==> config.mk <==
export PLATFORM = sky130hd
export DESIGN_NAME = seq_1010_tx
export DESIGN_NICKNAME = d
export VERILOG_FILES = /design/src/rtl/seq_1010_tx.sv
export SDC_FILE = /design/constraint.sdc
export NUM_CORES = 1
export LEC_CHECK = 0
export ABC_AREA = 1
export ABC_CLOCK_PERIOD_IN_PS = 3200
export BUFFER_PORTS_ARGS = -buffer_cell sky130_fd_sc_hd__buf_2
export CORE_MARGIN = 2
export CORE_UTILIZATION = 51
export CTS_CLUSTER_DIAMETER = 60
export DETAILED_ROUTE_END_ITERATION = 8
export PLACE_DENSITY = 0.8
export SLEW_MARGIN = 0
export SYNTH_ARGS = -nofsm -noshare
export SYNTH_HDL_FRONTEND = slang
export SYNTH_SLANG_ARGS = --single-unit
==> constraint.sdc <==
create_clock -name clk -period 3.2 [get_ports clk]
set_input_delay 0.16 -clock clk [delete_from_list [all_inputs] [get_ports clk]]
set_output_delay 0.16 -clock clk [all_outputs]
set_load 0.02 [all_outputs]
==> src/rtl/seq_1010_tx.sv <==
// seq_1010_tx: serial frame transmitter (sync 1010, MSB-first payload, even parity, gap bit)
module seq_1010_tx #(
    parameter int BIT_CYCLES = 1,
    parameter int DATA_W     = 8
) (
    input  logic              clk,
    input  logic              reset,
    input  logic              in_valid,
    input  logic [DATA_W-1:0] in_data,
    output logic              in_ready,
    output logic              out,
    output logic              tx_active,
    output logic              bit_strobe,
    output logic              frame_done
);
    typedef enum logic [2:0] {S_IDLE, S_SYNC, S_DATA, S_PARITY, S_GAP} state_t;
    state_t            r_state;
    logic [7:0]        r_cnt;
    logic [5:0]        r_bit;
    logic [DATA_W-1:0] r_shift;
    logic              r_par;
    logic              r_out;
    logic              r_active;
    logic              r_strobe;
    logic              r_done;
    logic              r_ready;
    logic              w_last;
    logic [DATA_W-1:0] w_shl;
    assign w_last     = r_cnt == 8'(BIT_CYCLES - 1);
    assign w_shl      = r_shift << 1;
    assign in_ready   = r_ready;
    assign out        = r_out;
    assign tx_active  = r_active;
    assign bit_strobe = r_strobe;
    assign frame_done = r_done;
    // frame FSM: outputs are set on the edge that enters each bit so they line up with the state
    always_ff @(posedge clk) begin
        if (reset) begin
            r_state  <= S_IDLE;
            r_cnt    <= '0;
            r_bit    <= '0;
            r_shift  <= '0;
            r_par    <= 1'b0;
            r_out    <= 1'b0;
            r_active <= 1'b0;
            r_strobe <= 1'b0;
            r_done   <= 1'b0;
            r_ready  <= 1'b0;
        end else if (r_state == S_IDLE) begin
            r_strobe <= 1'b0;
            r_done   <= 1'b0;
            r_ready  <= 1'b1;
            if (in_valid && r_ready) begin
                r_state  <= S_SYNC;
                r_shift  <= in_data;
                r_par    <= ^in_data;
                r_cnt    <= '0;
                r_bit    <= '0;
                r_out    <= 1'b1;
                r_active <= 1'b1;
                r_strobe <= 1'b1;
                r_ready  <= 1'b0;
            end
        end else if (!w_last) begin
            r_cnt    <= r_cnt + 8'd1;
            r_strobe <= 1'b0;
            r_done   <= r_state == S_GAP && r_cnt == 8'(BIT_CYCLES - 2);
        end else begin
            r_cnt    <= '0;
            r_strobe <= 1'b1;
            r_done   <= 1'b0;
            case (r_state)
                S_SYNC: begin
                    r_bit <= r_bit == 6'd3 ? '0 : r_bit + 6'd1;
                    r_out <= r_bit == 6'd3 ? r_shift[DATA_W-1] : r_bit[0];
                    if (r_bit == 6'd3) r_state <= S_DATA;
                end
                S_DATA: begin
                    if (r_bit == 6'(DATA_W - 1)) begin
                        r_state <= S_PARITY;
                        r_out   <= r_par;
                    end else begin
                        r_bit   <= r_bit + 6'd1;
                        r_shift <= w_shl;
                        r_out   <= w_shl[DATA_W-1];
                    end
                end
                S_PARITY: begin
                    r_state  <= S_GAP;
                    r_out    <= 1'b0;
                    r_active <= 1'b0;
                    r_strobe <= 1'b0;
                    r_done   <= BIT_CYCLES == 1;
                end
                default: begin
                    r_state  <= S_IDLE;
                    r_strobe <= 1'b0;
                    r_ready  <= 1'b1;
                end
            endcase
        end
    end
endmodule
### Word level (Yosys, flattened, before mapping)

Index checks and enable logic that the tools add are counted.
W data, S select, Z words.

| operators by class | value |
|---|---|
| muxes and demuxes | 39 |
| reductions and logical operators | 20 |
| add/sub/neg operators | 2 |
| multipliers | 0 |
| $lt $le $gt $ge | 0 |
| equality and inequality tests | 13 |
| div/mod/pow operators | 0 |
| bitwise gates (word level) | 0 |
| shifts and indexed selects | 0 |

Operators by type and width:

| kind | count |
|---|---|
| $mux W8 | 8 |
| $mux W6 | 5 |
| $mux W1 | 18 |
| $mux W3 | 5 |
| $pmux W6 S2 | 1 |
| $reduce_and A4 Y1 | 3 |
| $ne A3 B3 Y1 const B | 3 |
| $pmux W3 S3 | 1 |
| $add A8 B1 Y8 const B | 1 |
| $eq A8 B8 Y1 const B | 1 |
| $logic_not A8 Y1 | 1 |
| $reduce_xor A8 Y1 | 1 |
| $add A6 B1 Y6 const B | 1 |
| $eq A3 B2 Y1 const B | 2 |
| $eq A6 B2 Y1 const B | 1 |
| $eq A6 B3 Y1 const B | 1 |
| $reduce_and A3 Y1 | 2 |
| $reduce_bool A2 Y1 | 3 |
| $ne A2 B1 Y1 const B | 2 |
| $reduce_and A2 Y1 | 2 |
| $reduce_bool A4 Y1 | 1 |
| $reduce_or A2 Y1 | 2 |
| $eq A3 B1 Y1 const B | 1 |
| $eq A3 B3 Y1 const B | 1 |
| other kinds (6) | 7 |

| word-level totals | value |
|---|---|
| word-level logic and storage cells | 84 |
| memories | 0 |
| input bits | 11 |
| bits in latches | 0 |
| bits in read-only memories | 0 |
| register bits | 31 |
| output and inout port bits | 5 |
| bits in writable memories | 0 |

### Longest topological paths before layout

Gate-level depths: netlist of the first run.

| depth | value |
|---|---|
| word-level depth | 5 |
| mapped depth | 11 |
| gate-level depth less buffers | 11 |

### Least setup slack after synthesis of the first run

No wires, ideal clock.

| timing path | value |
|---|---|
| path type | register to register |
| start | register r_bit[0] |
| end | register r_shift[6] |
| buffers on the path | 1 |
| required time | 3.087 ns |
| setup slack | 1.749 ns |
| clock period less this slack | 1.451 ns |
| arrival | 1.338 ns |
| stages on the path, launching flop included | 9 |
| cell sequence | dfxtp_1 -> ha_1 -> nand2_1 -> nor2_2 -> o21ai_2 -> clkbuf_8 -> nand3b_4 -> nand2_2 -> nor2_2 |

| on the way | value |
|---|---|
| word-level cells in the longest chain between the ends | 3 |

Ends and longest elaborated chain:

| item | RTL line | RTL |
|---|---|---|
| from (decl) | 19 | `logic [5:0] r_bit;` |
| from (signal assigned) | 74 | `r_bit <= r_bit == 6'd3 ? '0 : r_bit + 6'd1;` |
| from (signal assigned) | 83 | `r_bit <= r_bit + 6'd1;` |
| $eq A6 B3 Y1 | 79 | `if (r_bit == 6'(DATA_W - 1)) begin` |
| $ne A2 B2 Y1 (no source line) | n/a |  |
| $reduce_and A4 Y1 (no source line) | n/a |  |
| to (signal assigned) | 55 | `r_shift <= in_data;` |
| to (signal assigned) | 84 | `r_shift <= w_shl;` |
| to (decl) | 20 | `logic [DATA_W-1:0] r_shift;` |

No other way between the ends.
A chain may end at the register's enable or synchronous reset.

### Worst setup path in the final report of the first run

| timing path | value |
|---|---|
| start | register r_bit[0] |
| end | register r_shift[4] |

Same word-level chain as after synthesis.

==> metrics.md, run 1 <==
| Metric | Value |
|---|---|
| Synth cell types | 34 |
| Quantity of I/O buffers inserted on ports | 15 |
| Sum of net half-perimeters after detailed placement | 3130 µm |
| Count of inserted antenna diode cells | 0 |
| Slew Limit Headroom | 39.3% |
| Final number of hold-violating endpoints | 0 |
| Nets | roughly 340 |
| DRC errors left | 0 |
| Measured slew at the worst slew-check pin | between 0.9 and 1 ns |
| Run status | complete, no violations |
| Maximum number of pins on one net before global-route repair | 18 |
| Leakage power total | approximately 1.1 nW |
| CTS tree | built |
| First-pass iteration count of the detailed router | 4 |
| Hold Crit Class | in2reg |
| Setup repair after global routing missed its margin | false |
| Number of antenna violations at the first check in global routing | 0 |
| Final estimated routing congestion in global placement | 0.868 |
| Area delta synth->final | 6.92% |
| Number of non-filler instances in the completed layout | between 300 and 400 |
| Leading post-synthesis cells by instance count | sky130_fd_sc_hd__nand2_1 (102), sky130_fd_sc_hd__nor2_1 (32), sky130_fd_sc_hd__dfxtp_1 (31) |
| Min Hold Slack | 0.235 ns |
| Post-DR vias/cell | 5.05 |
| IO Count | 16 |
| Net Count, Synth | 334 |
| Endpoint of the worst register-to-register path | r_shift[4]$_SDFFE_PP0P_ |
| FFs w/ async S/R, synth | 0% |
| Clk_lat worst skew | 0.28 ns |
| Yosys warning total | 0 |
| Areal power density over the cells | 971 nW/µm² |
| GRT Residual Overflow | 0 |
| Post-synth design cell area | 2150 µm² |
| Reg-to-reg setup timing slack | 1.33 ns |
| WS Path Type | reg2reg |
| Number of buffers inserted for hold repair after clock tree synthesis | 0 |
| Wire length per cell | 11.4 µm |
| Core area | 4030 µm² |
| Number of pins exceeding their max-slew limit in the final report | 0 |
| Aggregate global-route resource usage | between 20% and 30% |
| Type of origin of the critical path | flip-flop |
| Clock-pin slew reported for the worst setup and hold paths after clock tree synthesis | 0.07 ns |
| Sequential-to-total area share from yosys stat | 28.8% |
| Residual antenna-violating net count after detailed routing | 0 |
| Fraction of layout cells with a size suffix above 1 | 16.7% |
| Endpoint kind of the worst setup timing path | flip-flop |
| Die ar. | 4760 µm² |
| Number of setup buffers added after CTS | 0 |
| Clock tree sinks | 31 |
| Number of setup violations in the final report | 0 |
| Number of synthesized register bits | 31 |
| Hold-critical path endpoint | r_cnt[5]$_SDFFE_PP0P_ |
| Resized cells post-CTS | 0 |
| Share of the synthesized area in the top cell type | 28.8% |
| Worst clock skew | between 0.006 and 0.007 ns |
| Width of the die | 69.0 µm |
| Via count | 1913 |
| First-pass GRT wire length | 7580 µm |
| Ranking of synthesized cells by area | sky130_fd_sc_hd__dfxtp_1 (29%), sky130_fd_sc_hd__nand2_1 (18%), sky130_fd_sc_hd__nor2_1 (5.6%) |
| Synth area leader | sky130_fd_sc_hd__dfxtp_1 |
| Routed wire length | approximately 4300 µm |
| Via count of the first global-routing pass | 1748 |
| Required time reported for the critical path endpoint | 3.38 ns |
| Detailed router's first-iteration violation count | 182 |
| Crit Reg-Reg Startpoint | r_bit[0]$_SDFFE_PP0P_ |
| CTS max path bufs | 2 |
| Portion of the clock cycle consumed by the worst path in the final layout | 58.5% |
| Arrival time reported for the critical path endpoint | 2.05 ns |
| Max Cap Violations | 0 |
| Most common cell in the synthesized netlist | sky130_fd_sc_hd__nand2_1 |
| Die span in y | approximately 69 µm |
| Count of H-tree levels built during CTS | 2 |
| Cell count of the worst hold path | 2 |
| Placed cell count | roughly 370 |
| TritonCTS buffer count | 5 |
| Aggregate negative setup slack | 0 ns |
| Source of the worst hold timing path | reset |
| Achievable Freq | 0.534 GHz |
| Clock period minus worst slack | between 1.5 and 2 ns |
| Largest fanout on the critical path | 16 |
| Per-instance average area after synthesis | 6.73 µm² |
| Row cnt | 23 |
| Depth of the worst register-to-register path | 7 |
| Effective utilization at floorplan | 53.4% |
| Number of standard cells after synthesis | 320 |
| Largest voltage drop on the vdd net | a little under 0.5 mV |
| Prevailing post-synth register cell | sky130_fd_sc_hd__dfxtp_1 |
| Root buffer selected by CTS | sky130_fd_sc_hd__clkbuf_8 |
| EDFF count, synth | 0 |
[state kept, by name, summed over array words and instances (netlist names)]
name,flops
bit_strobe,1
frame_done,1
in_ready,1
out,1
r_bit,6
r_cnt,8
r_par,1
r_shift,8
r_state,3
tx_active,1
[kinds of logic (layout without fill, tap and decap cells)]
group	Yosys count	in the layout	synth area share [%]
XOR/XNOR	19	19	7.73
flip-flops	31	31	28.8
AND/OR/NAND/NOR	185	185	41.5
buffers and inverters	45	54	9.77
AO/OA/AOI/OAI	37	37	10.4
adder cells (fa/ha/maj)	3	3	1.74
[report_power, final]
part	switching [mW]	total, mW	leakage [nW]	internal, mW
Sequential	0.0890	0.585	0.253	0.496
Clock	0.140	0.336	0.0515	0.196
Combinational	0.859	1.31	0.766	0.455
Total	1.09	2.23	1.07	1.15
[layout make-up]
cell class                      instances  area [µm²]
Sequential cell                        31         621
Multi-Input combinational cell        244        1320
Inverter                               31         121
Timing Repair Buffer                   15        75.1
Clock buffer                            8         100
Tap cell                               50        62.6
Fill cell                             380        1730
[critical path, stage by stage, from the launching register on]
cell and delay, ns:
sky130_fd_sc_hd__dfxtp_1 0.35, sky130_fd_sc_hd__ha_1 0.26, sky130_fd_sc_hd__nand2_1 0.11, sky130_fd_sc_hd__nor2_2 0.07, sky130_fd_sc_hd__o21ai_2 0.70, sky130_fd_sc_hd__nand3b_1 0.14
sky130_fd_sc_hd__nand2_1 0.09, sky130_fd_sc_hd__nor2_1 0.05
[cells in the final DEF (no fill, tap or decap), types with 7 or more instances in the layout]
master and n:
sky130_fd_sc_hd__xnor2_1 9, sky130_fd_sc_hd__nand3_1 18, sky130_fd_sc_hd__dfxtp_1 31, sky130_fd_sc_hd__a21oi_1 17, sky130_fd_sc_hd__nor2_1 32, sky130_fd_sc_hd__buf_2 15, sky130_fd_sc_hd__xor2_1 10, sky130_fd_sc_hd__inv_1 25
sky130_fd_sc_hd__nand2_1 102, sky130_fd_sc_hd__clkbuf_8 7, sky130_fd_sc_hd__o21ai_0 8, sky130_fd_sc_hd__a21oi_2 8
[how the worst max path moves through the flow]
stage / startpoint / to / slack [ns]
finish: r_bit[0]$_SDFFE_PP0P_ / r_shift[4]$_SDFFE_PP0P_ / 1.33
global route: r_bit[0]$_SDFFE_PP0P_ / r_shift[1]$_SDFFE_PP0P_ / 1.14
CTS: r_bit[0]$_SDFFE_PP0P_ / r_shift[7]$_SDFFE_PP0P_ / 1.33
detailed placement: r_bit[0]$_SDFFE_PP0P_ / r_shift[3]$_SDFFE_PP0P_ / 1.34
global placement: r_bit[0]$_SDFFE_PP0P_ / r_shift[3]$_SDFFE_PP0P_ / 1.39
floorplan: r_bit[0]$_SDFFE_PP0P_ / r_shift[6]$_SDFFE_PP0P_ / 1.75
[through the flow]
step | util (%) | area (µm²) | total power, mW | setup slack (ns)
final | 57.1 | 2300 | 2.23 | 1.33
after floorplan | - | 2150 | 1.78 | 1.75
after CTS | 57.1 | 2300 | 2.25 | 1.33
after detailed placement | 54.6 | 2200 | 1.90 | 1.34
after global placement | 54.6 | 2200 | 1.88 | 1.39
after global routing | 57.1 | 2300 | 2.44 | 1.14
[metal layers]
metal | track usage (%) | wire, µm | share of wire (%)
met5 | 0 | 0 | 0
met4 | 6.37 | 59 | 1.4
met3 | 4.87 | 167 | 3.9
met2 | 36.4 | 2060 | 48
met1 | 26.1 | 2030 | 47
No activity file was read; power rests on OpenSTA's default activity.
==> inputs of run 2 (changes only) <==
--- a/config.mk
+++ b/config.mk
@@ -6,13 +6,13 @@
 export NUM_CORES = 1
 export LEC_CHECK = 0
 export ABC_AREA = 1
-export ABC_CLOCK_PERIOD_IN_PS = 3200
+export ABC_CLOCK_PERIOD_IN_PS = 1500
 export BUFFER_PORTS_ARGS = -buffer_cell sky130_fd_sc_hd__buf_2
 export CORE_MARGIN = 2
 export CORE_UTILIZATION = 51
 export CTS_CLUSTER_DIAMETER = 60
 export DETAILED_ROUTE_END_ITERATION = 8
-export PLACE_DENSITY = 0.8
+export PLACE_DENSITY = 0.83
 export SLEW_MARGIN = 0
 export SYNTH_ARGS = -nofsm -noshare
 export SYNTH_HDL_FRONTEND = slang
==> constraint.sdc (replaced) <==
create_clock -name clk -period 1.5 [get_ports clk]
set_input_delay 0.075 -clock clk [delete_from_list [all_inputs] [get_ports clk]]
set_output_delay 0.075 -clock clk [all_outputs]
set_load 0.02 [all_outputs]
==> metrics.md, run 2 (same netlist as run 1, synthesis figures left out) <==
| Metric | Value |
|---|---|
| Run status | finished with violations |
| Violations in the final reports | setup timing |
| TritonCTS buffer count | 5 (unchanged) |
| FF+latch area | 622 µm² (+0.20%) |
| Most common cell after layout, fill and taps aside | sky130_fd_sc_hd__nand2_1 |
| Measured slew at the worst slew-check pin | 0.543 ns (-0.368 ns) |
| Registers with the most flip-flops | r_cnt x8, r_shift x8, r_bit x6 |
| Achievable Freq | 0.666 GHz (+25%) |
| First-pass GRT wire length | 7760 µm (+2.4%) |
| CTS tree | built |
| Number of pins exceeding their max-slew limit in the final report | 0 (unchanged) |
| Placed cell count | 390 (+5.1%) |
| Hold Crit Class | in2reg |
| Slew Limit Headroom | 63.8% (+24 points) |
| CTS max path bufs | 2 (unchanged) |
| Maximum number of pins on one net before global-route repair | 18 (unchanged) |
| Max Cap Violations | 0 (unchanged) |
| Width of the die | 69.0 µm (unchanged) |
| GRT Residual Overflow | 0 (unchanged) |
| DRC errors left | 0 (unchanged) |
| Total Power | 5.69 mW (+150%) |
| Clk_lat worst skew | 0.29 ns (about the same) |
| Detailed router's first-iteration violation count | 182 (unchanged) |
| Areal power density over the cells | 2180 nW/µm² (+120%) |
| Setup repair after global routing missed its margin | true |
| Area delta synth->final | 21.2% |
| Nets | 368 (+7.6%) |
| Number of non-filler instances in the completed layout | 405 (+6.9%) |
| Effective utilization at floorplan | 53.4% (unchanged) |
| Global-route track usage on met2 | 37.5% (+1.1 points) |
| Fill cell count | 348 (-8.4%) |
| Crit Reg-Reg Startpoint | r_cnt[0]$_SDFFE_PP0P_ |
| Source of the worst hold timing path | reset |
| Count of inserted antenna diode cells | 0 (unchanged) |
| Hold-critical path endpoint | r_bit[5]$_SDFFE_PP0P_ |
| Area of combinational cells with multiple inputs | 1390 µm² (+5.2%) |
| Most used routing layer | met2 |
| Post-DR vias/cell | 5.15 (+1.9%) |
| WS Path Type | reg2reg |
| Final estimated routing congestion in global placement | 0.958 (+10%) |
| Fraction of layout cells with a size suffix above 1 | 27.6% (+11 points) |
| Aggregate negative setup slack | -0.00200 ns (-0.00200 ns) |
| Core area | 4030 µm² (unchanged) |
| Endpoint of the worst register-to-register path | r_state[1]$_SDFFE_PP0P_ |
| Leakage power total | 1.23 nW (+15%) |
| Cell count of the worst hold path | 3 (+1) |
| Count of H-tree levels built during CTS | 2 (unchanged) |
| Wire length per cell | 12.0 µm (+5.5%) |
| Number of antenna violations at the first check in global routing | 0 (unchanged) |
| Via count of the first global-routing pass | 1847 (+5.7%) |
| Number of setup violations in the final report | 1 (+1) |
| Clock period minus worst slack | 1.50 ns (-0.370 ns) |
| Worst clock skew | 0.00651 ns (-0.000334 ns) |
| Smallest setup slack after layout | -0.00200 ns (-1.33 ns) |
| First-pass iteration count of the detailed router | 4 (unchanged) |
| Final number of hold-violating endpoints | 0 (unchanged) |
| Routed wire length | 4870 µm (+13%) |
| Type of origin of the critical path | flip-flop |
| IO Count | 16 (unchanged) |
| Placement Cell Area | 2360 µm² (+7.0%) |
| Reg-to-reg setup timing slack | -0.002 ns (-1.33 ns) |
| Root buffer selected by CTS | sky130_fd_sc_hd__clkbuf_8 |
| First element of the critical path | r_cnt[0]$_SDFFE_PP0P_ |
| Die ar. | 4760 µm² (unchanged) |
| Largest fanout on the critical path | 5 (-11) |
| Endpoint kind of the worst setup timing path | flip-flop |
| Post-layout instance area | 2610 µm² (+13%) |
| Final design utilization | 64.8% (+7.6 points) |
| Arrival time reported for the critical path endpoint | 1.68 ns (-0.37 ns) |
| Min Hold Slack | 0.177 ns (-0.0577 ns) |
| Number of buffers inserted for hold repair after clock tree synthesis | 0 (unchanged) |
| Grt met1 use | 26.3% (+0.23 points) |
| Sum of net half-perimeters after detailed placement | 3350 µm (+7.2%) |
| Via count | 2084 (+8.9%) |
| Top library cells by usage in the layout, fill and taps aside | sky130_fd_sc_hd__nand2_1 (99), sky130_fd_sc_hd__dfxtp_1 (30), sky130_fd_sc_hd__nor2_1 (28) |
| Clock tree sinks | 31 (unchanged) |
| Aggregate global-route resource usage | 22.2% (+1.1 points) |
| Portion of the clock cycle consumed by the worst path in the final layout | 100% (+42 points) |
| Required time reported for the critical path endpoint | 1.67 ns (-1.71 ns) |
| Residual antenna-violating net count after detailed routing | 0 (unchanged) |
| Quantity of I/O buffers inserted on ports | 15 (unchanged) |
| Clock-pin slew reported for the worst setup and hold paths after clock tree synthesis | 0.07 ns (about the same) |
| GRT met3 Usage | 5.36% (+0.49 points) |
| Worst slack, placed | -0.0575 ns (-1.40 ns) |
| Row cnt | 23 (unchanged) |
| Die span in y | 69.0 µm (unchanged) |
| Depth of the worst register-to-register path | 9 (+2) |
| Largest voltage drop on the vdd net | 1.14 mV (+140%) |
## run 2: final cells by class
cell class,count,share of cell area (%)
Sequential cell,31,23.8
Clock inverter,2,1.34
Timing Repair Buffer,41,11.3
Tap cell,50,2.40
Inverter,31,4.65
Multi-Input combinational cell,244,53.3
Clock buffer,6,3.17
## run 2: worst max-delay path by stage
stage,depth (start not counted),slack (ns),to
3_5_place_dp,9,-0.06,r_shift[4]$_SDFFE_PP0P_
5_1_grt,9,-0.14,r_state[1]$_SDFFE_PP0P_
3_3_place_gp,9,0.03,r_shift[3]$_SDFFE_PP0P_
4_1_cts,10,0.004,r_shift[4]$_SDFFE_PP0P_
6_report,9,-0.002,r_state[1]$_SDFFE_PP0P_
2_1_floorplan,8,0.05,r_shift[6]$_SDFFE_PP0P_
## run 2: repair_timing
item                                    in CTS  in global routing
buffers inserted                             4                  3
endpoints found under the hold margin        0                  0
pin swaps                                    1                  5
gates cloned                                 0                  0
endpoints found under the setup margin       8                 19
gates resized for setup                      1                 20
## run 2: power by group
part / internal, mW / switching [mW] / total, mW
logic: 1.54 / 2.09 / 3.63
registers: 1.06 / 0.151 / 1.21
clock network: 0.537 / 0.315 / 0.851
total: 3.14 / 2.56 / 5.69
## run 2: critical path, stage by stage (launching register included)
cell and delay (ns):
sky130_fd_sc_hd__dfxtp_1 0.31, sky130_fd_sc_hd__inv_2 0.08, sky130_fd_sc_hd__ha_4 0.15, sky130_fd_sc_hd__nand2_1 0.05, sky130_fd_sc_hd__nor2_1 0.08, sky130_fd_sc_hd__nand2_1 0.10, sky130_fd_sc_hd__nand2_2 0.16, sky130_fd_sc_hd__nand3_1 0.14
sky130_fd_sc_hd__nor3_1 0.25, sky130_fd_sc_hd__nor2_1 0.07
## run 2: layer usage
layer  share of wire, %  vias to the layer above  wire (µm)
li1                   -                     1073          -
met1                 43                      954       2100
met2                 50                       48       2460
met3                4.6                        9        224
met4                2.0                        0         95
met5                  0                        -          0
==> inputs of run 3 (changes only) <==
--- a/config.mk
+++ b/config.mk
@@ -9,10 +9,10 @@
 export ABC_CLOCK_PERIOD_IN_PS = 1500
 export BUFFER_PORTS_ARGS = -buffer_cell sky130_fd_sc_hd__buf_2
 export CORE_MARGIN = 2
-export CORE_UTILIZATION = 51
+export CORE_UTILIZATION = 25
 export CTS_CLUSTER_DIAMETER = 60
 export DETAILED_ROUTE_END_ITERATION = 8
-export PLACE_DENSITY = 0.83
+export PLACE_DENSITY = 0.52
 export SLEW_MARGIN = 0
 export SYNTH_ARGS = -nofsm -noshare
 export SYNTH_HDL_FRONTEND = slang
==> metrics.md, run 3 (same netlist as run 1, synthesis figures left out) <==
| Metric | Value |
|---|---|
| Run status | complete, no violations |
| IO Count | 16 (unchanged) |
| Quantity of I/O buffers inserted on ports | 15 (unchanged) |
| Clock-pin slew reported for the worst setup and hold paths after clock tree synthesis | 0.06 ns (about the same) |
| Routed wire length | 4860 µm (-0.14%) |
| Area of combinational cells with multiple inputs | 1440 µm² (+3.9%) |
| Effective utilization at floorplan | 25.9% (-27 points) |
| Clock tree sinks | 31 (unchanged) |
| Nets | 368 (unchanged) |
| Count of inserted antenna diode cells | 0 (unchanged) |
| Min Hold Slack | 0.0450 ns (-0.132 ns) |
| Wire length per cell | 10.6 µm (-12%) |
| Endpoint kind of the worst setup timing path | flip-flop |
| Max Cap Violations | 0 (unchanged) |
| Final number of hold-violating endpoints | 0 (unchanged) |
| Measured slew at the worst slew-check pin | 0.608 ns (+0.0648 ns) |
| Placed cell count | 447 (+15%) |
| Leakage power total | 1.25 nW (+1.4%) |
| WS Path Type | reg2reg |
| Number of pins exceeding their max-slew limit in the final report | 0 (unchanged) |
| Worst clock skew | 0.00885 ns (+0.00234 ns) |
| Smallest setup slack after layout | 0.0767 ns (+0.0787 ns) |
| Detailed router's first-iteration violation count | 61 (-66%) |
| CTS tree | built |
| Worst slack, placed | -0.0689 ns (-0.0114 ns) |
| Final estimated routing congestion in global placement | 0.823 (-14%) |
| Residual antenna-violating net count after detailed routing | 0 (unchanged) |
| Fill cell count | 901 (+160%) |
| Number of buffers inserted for hold repair after clock tree synthesis | 0 (unchanged) |
| Portion of the clock cycle consumed by the worst path in the final layout | 94.9% (-5.2 points) |
| Maximum number of pins on one net before global-route repair | 18 (unchanged) |
| Width of the die | 96.8 µm (+40%) |
| FF+latch area | 623 µm² (+0.20%) |
| GRT Residual Overflow | 0 (unchanged) |
| Placement Cell Area | 2440 µm² (+3.6%) |
| Top library cells by usage in the layout, fill and taps aside | sky130_fd_sc_hd__nand2_1 (98), sky130_fd_sc_hd__dfxtp_1 (29), sky130_fd_sc_hd__nor2_1 (27) |
| Slew Limit Headroom | 59.5% (-4.3 points) |
| Aggregate negative setup slack | 0 ns (+0.00200 ns) |
| Root buffer selected by CTS | sky130_fd_sc_hd__clkbuf_8 |
| Via count | 2012 (-3.5%) |
| Fraction of layout cells with a size suffix above 1 | 29.3% (+1.7 points) |
| Required time reported for the critical path endpoint | 1.68 ns (about the same) |
| Number of setup violations in the final report | 0 (-1) |
| Registers with the most flip-flops | r_cnt x8, r_shift x8, r_bit x6 |
| Via count of the first global-routing pass | 1856 (+0.49%) |
| Area delta synth->final | 25.3% |
| Number of antenna violations at the first check in global routing | 0 (unchanged) |
| Largest voltage drop on the vdd net | 0.787 mV (-31%) |
| Count of H-tree levels built during CTS | 2 (unchanged) |
| Clk_lat worst skew | 0.28 ns (about the same) |
| Final design utilization | 32.5% (-32 points) |
| CTS max path bufs | 2 (unchanged) |
| Number of non-filler instances in the completed layout | 460 (+14%) |
| Arrival time reported for the critical path endpoint | 1.60 ns (-0.08 ns) |
| Hold Crit Class | in2reg |
| Die ar. | 9370 µm² (+97%) |
| Most common cell after layout, fill and taps aside | sky130_fd_sc_hd__nand2_1 |
| Row cnt | 33 (+43%) |
| Clock period minus worst slack | 1.42 ns (-0.0787 ns) |
| First-pass GRT wire length | 8420 µm (+8.5%) |
| First-pass iteration count of the detailed router | 4 (unchanged) |
| Core area | 8300 µm² (+110%) |
| Post-DR vias/cell | 4.37 (-15%) |
| Areal power density over the cells | 2050 nW/µm² (-6.1%) |
| DRC errors left | 0 (unchanged) |
| Largest fanout on the critical path | 16 (+11) |
| Achievable Freq | 0.703 GHz (+5.5%) |
| Total Power | 5.53 mW (-2.9%) |
| Post-layout instance area | 2700 µm² (+3.4%) |
| Die span in y | 96.8 µm (+40%) |
| TritonCTS buffer count | 5 (unchanged) |
| Type of origin of the critical path | flip-flop |
| Aggregate global-route resource usage | 10.6% (-12 points) |
| Sum of net half-perimeters after detailed placement | 3580 µm (+6.9%) |
[run 3: cell types whose count changed in the layout (fill, tap and decap cells not counted), sizes merged]
cell	previous run	this run
clkinv	1	0
clkbuf	6	8
bufinv	1	0
buf	41	40
nor2	40	41
[run 3: worst paths after layout]
| kind | from | end | slack, ns | cells after the start |
|---|---|---|---|---|
| hold reg to reg | tx_active$_SDFFE_PP0P_ | tx_active$_SDFFE_PP0P_ | 0.45 | 2 |
| hold / removal | reset | r_cnt[1]$_SDFFE_PP0P_ | 0.04 | 2 |
| setup reg to reg | r_state[0]$_SDFFE_PP0P_ | r_shift[4]$_SDFFE_PP0P_ | 0.08 | 8 |
| setup / recovery | r_state[0]$_SDFFE_PP0P_ | r_shift[4]$_SDFFE_PP0P_ | 0.08 | 8 |
[run 3: report_power, final]
part / switching, mW / internal [mW] / leakage, nW
combinational: 2.09 / 1.47 / 0.945
sequential: 0.181 / 1.06 / 0.254
clock: 0.303 / 0.418 / 0.0515
[run 3: final cells by class]
| class | instances | share of cell area (%) |
|---|---|---|
| Multi-Input combinational cell | 245 | 53.5 |
| Sequential cell | 31 | 23.1 |
| Timing Repair Buffer | 40 | 10.2 |
| Tap cell | 105 | 4.87 |
| Inverter | 31 | 4.59 |
| Clock buffer | 8 | 3.71 |
[run 3: metal layers]
metal	vias to the layer above	part of all wire (%)	track usage, %
met2	33	45	16.6
met5	-	0	0
li1	1079	-	-
met3	9	4.5	2.67
met1	891	49	14.4
met4	0	1.8	3.47
[run 3: worst max-delay path, stage by stage, from the launching register on]
cell and delay (ns):
sky130_fd_sc_hd__dfxtp_2 0.36, sky130_fd_sc_hd__nor2_4 0.18, sky130_fd_sc_hd__nand2_8 0.12, sky130_fd_sc_hd__buf_4 0.20, sky130_fd_sc_hd__o21ai_2 0.08, sky130_fd_sc_hd__buf_12 0.18, sky130_fd_sc_hd__nand3b_1 0.09, sky130_fd_sc_hd__nand2_1 0.07
sky130_fd_sc_hd__nor2_1 0.05
[run 3: repair_timing]
| item | CTS | global route |
|---|---|---|
| buffers inserted | 2 | 2 |
| pin swaps | 2 | 8 |
| setup endpoints to repair | 8 | 21 |
| cloned | 1 | 0 |
| resized for setup | 3 | 32 |
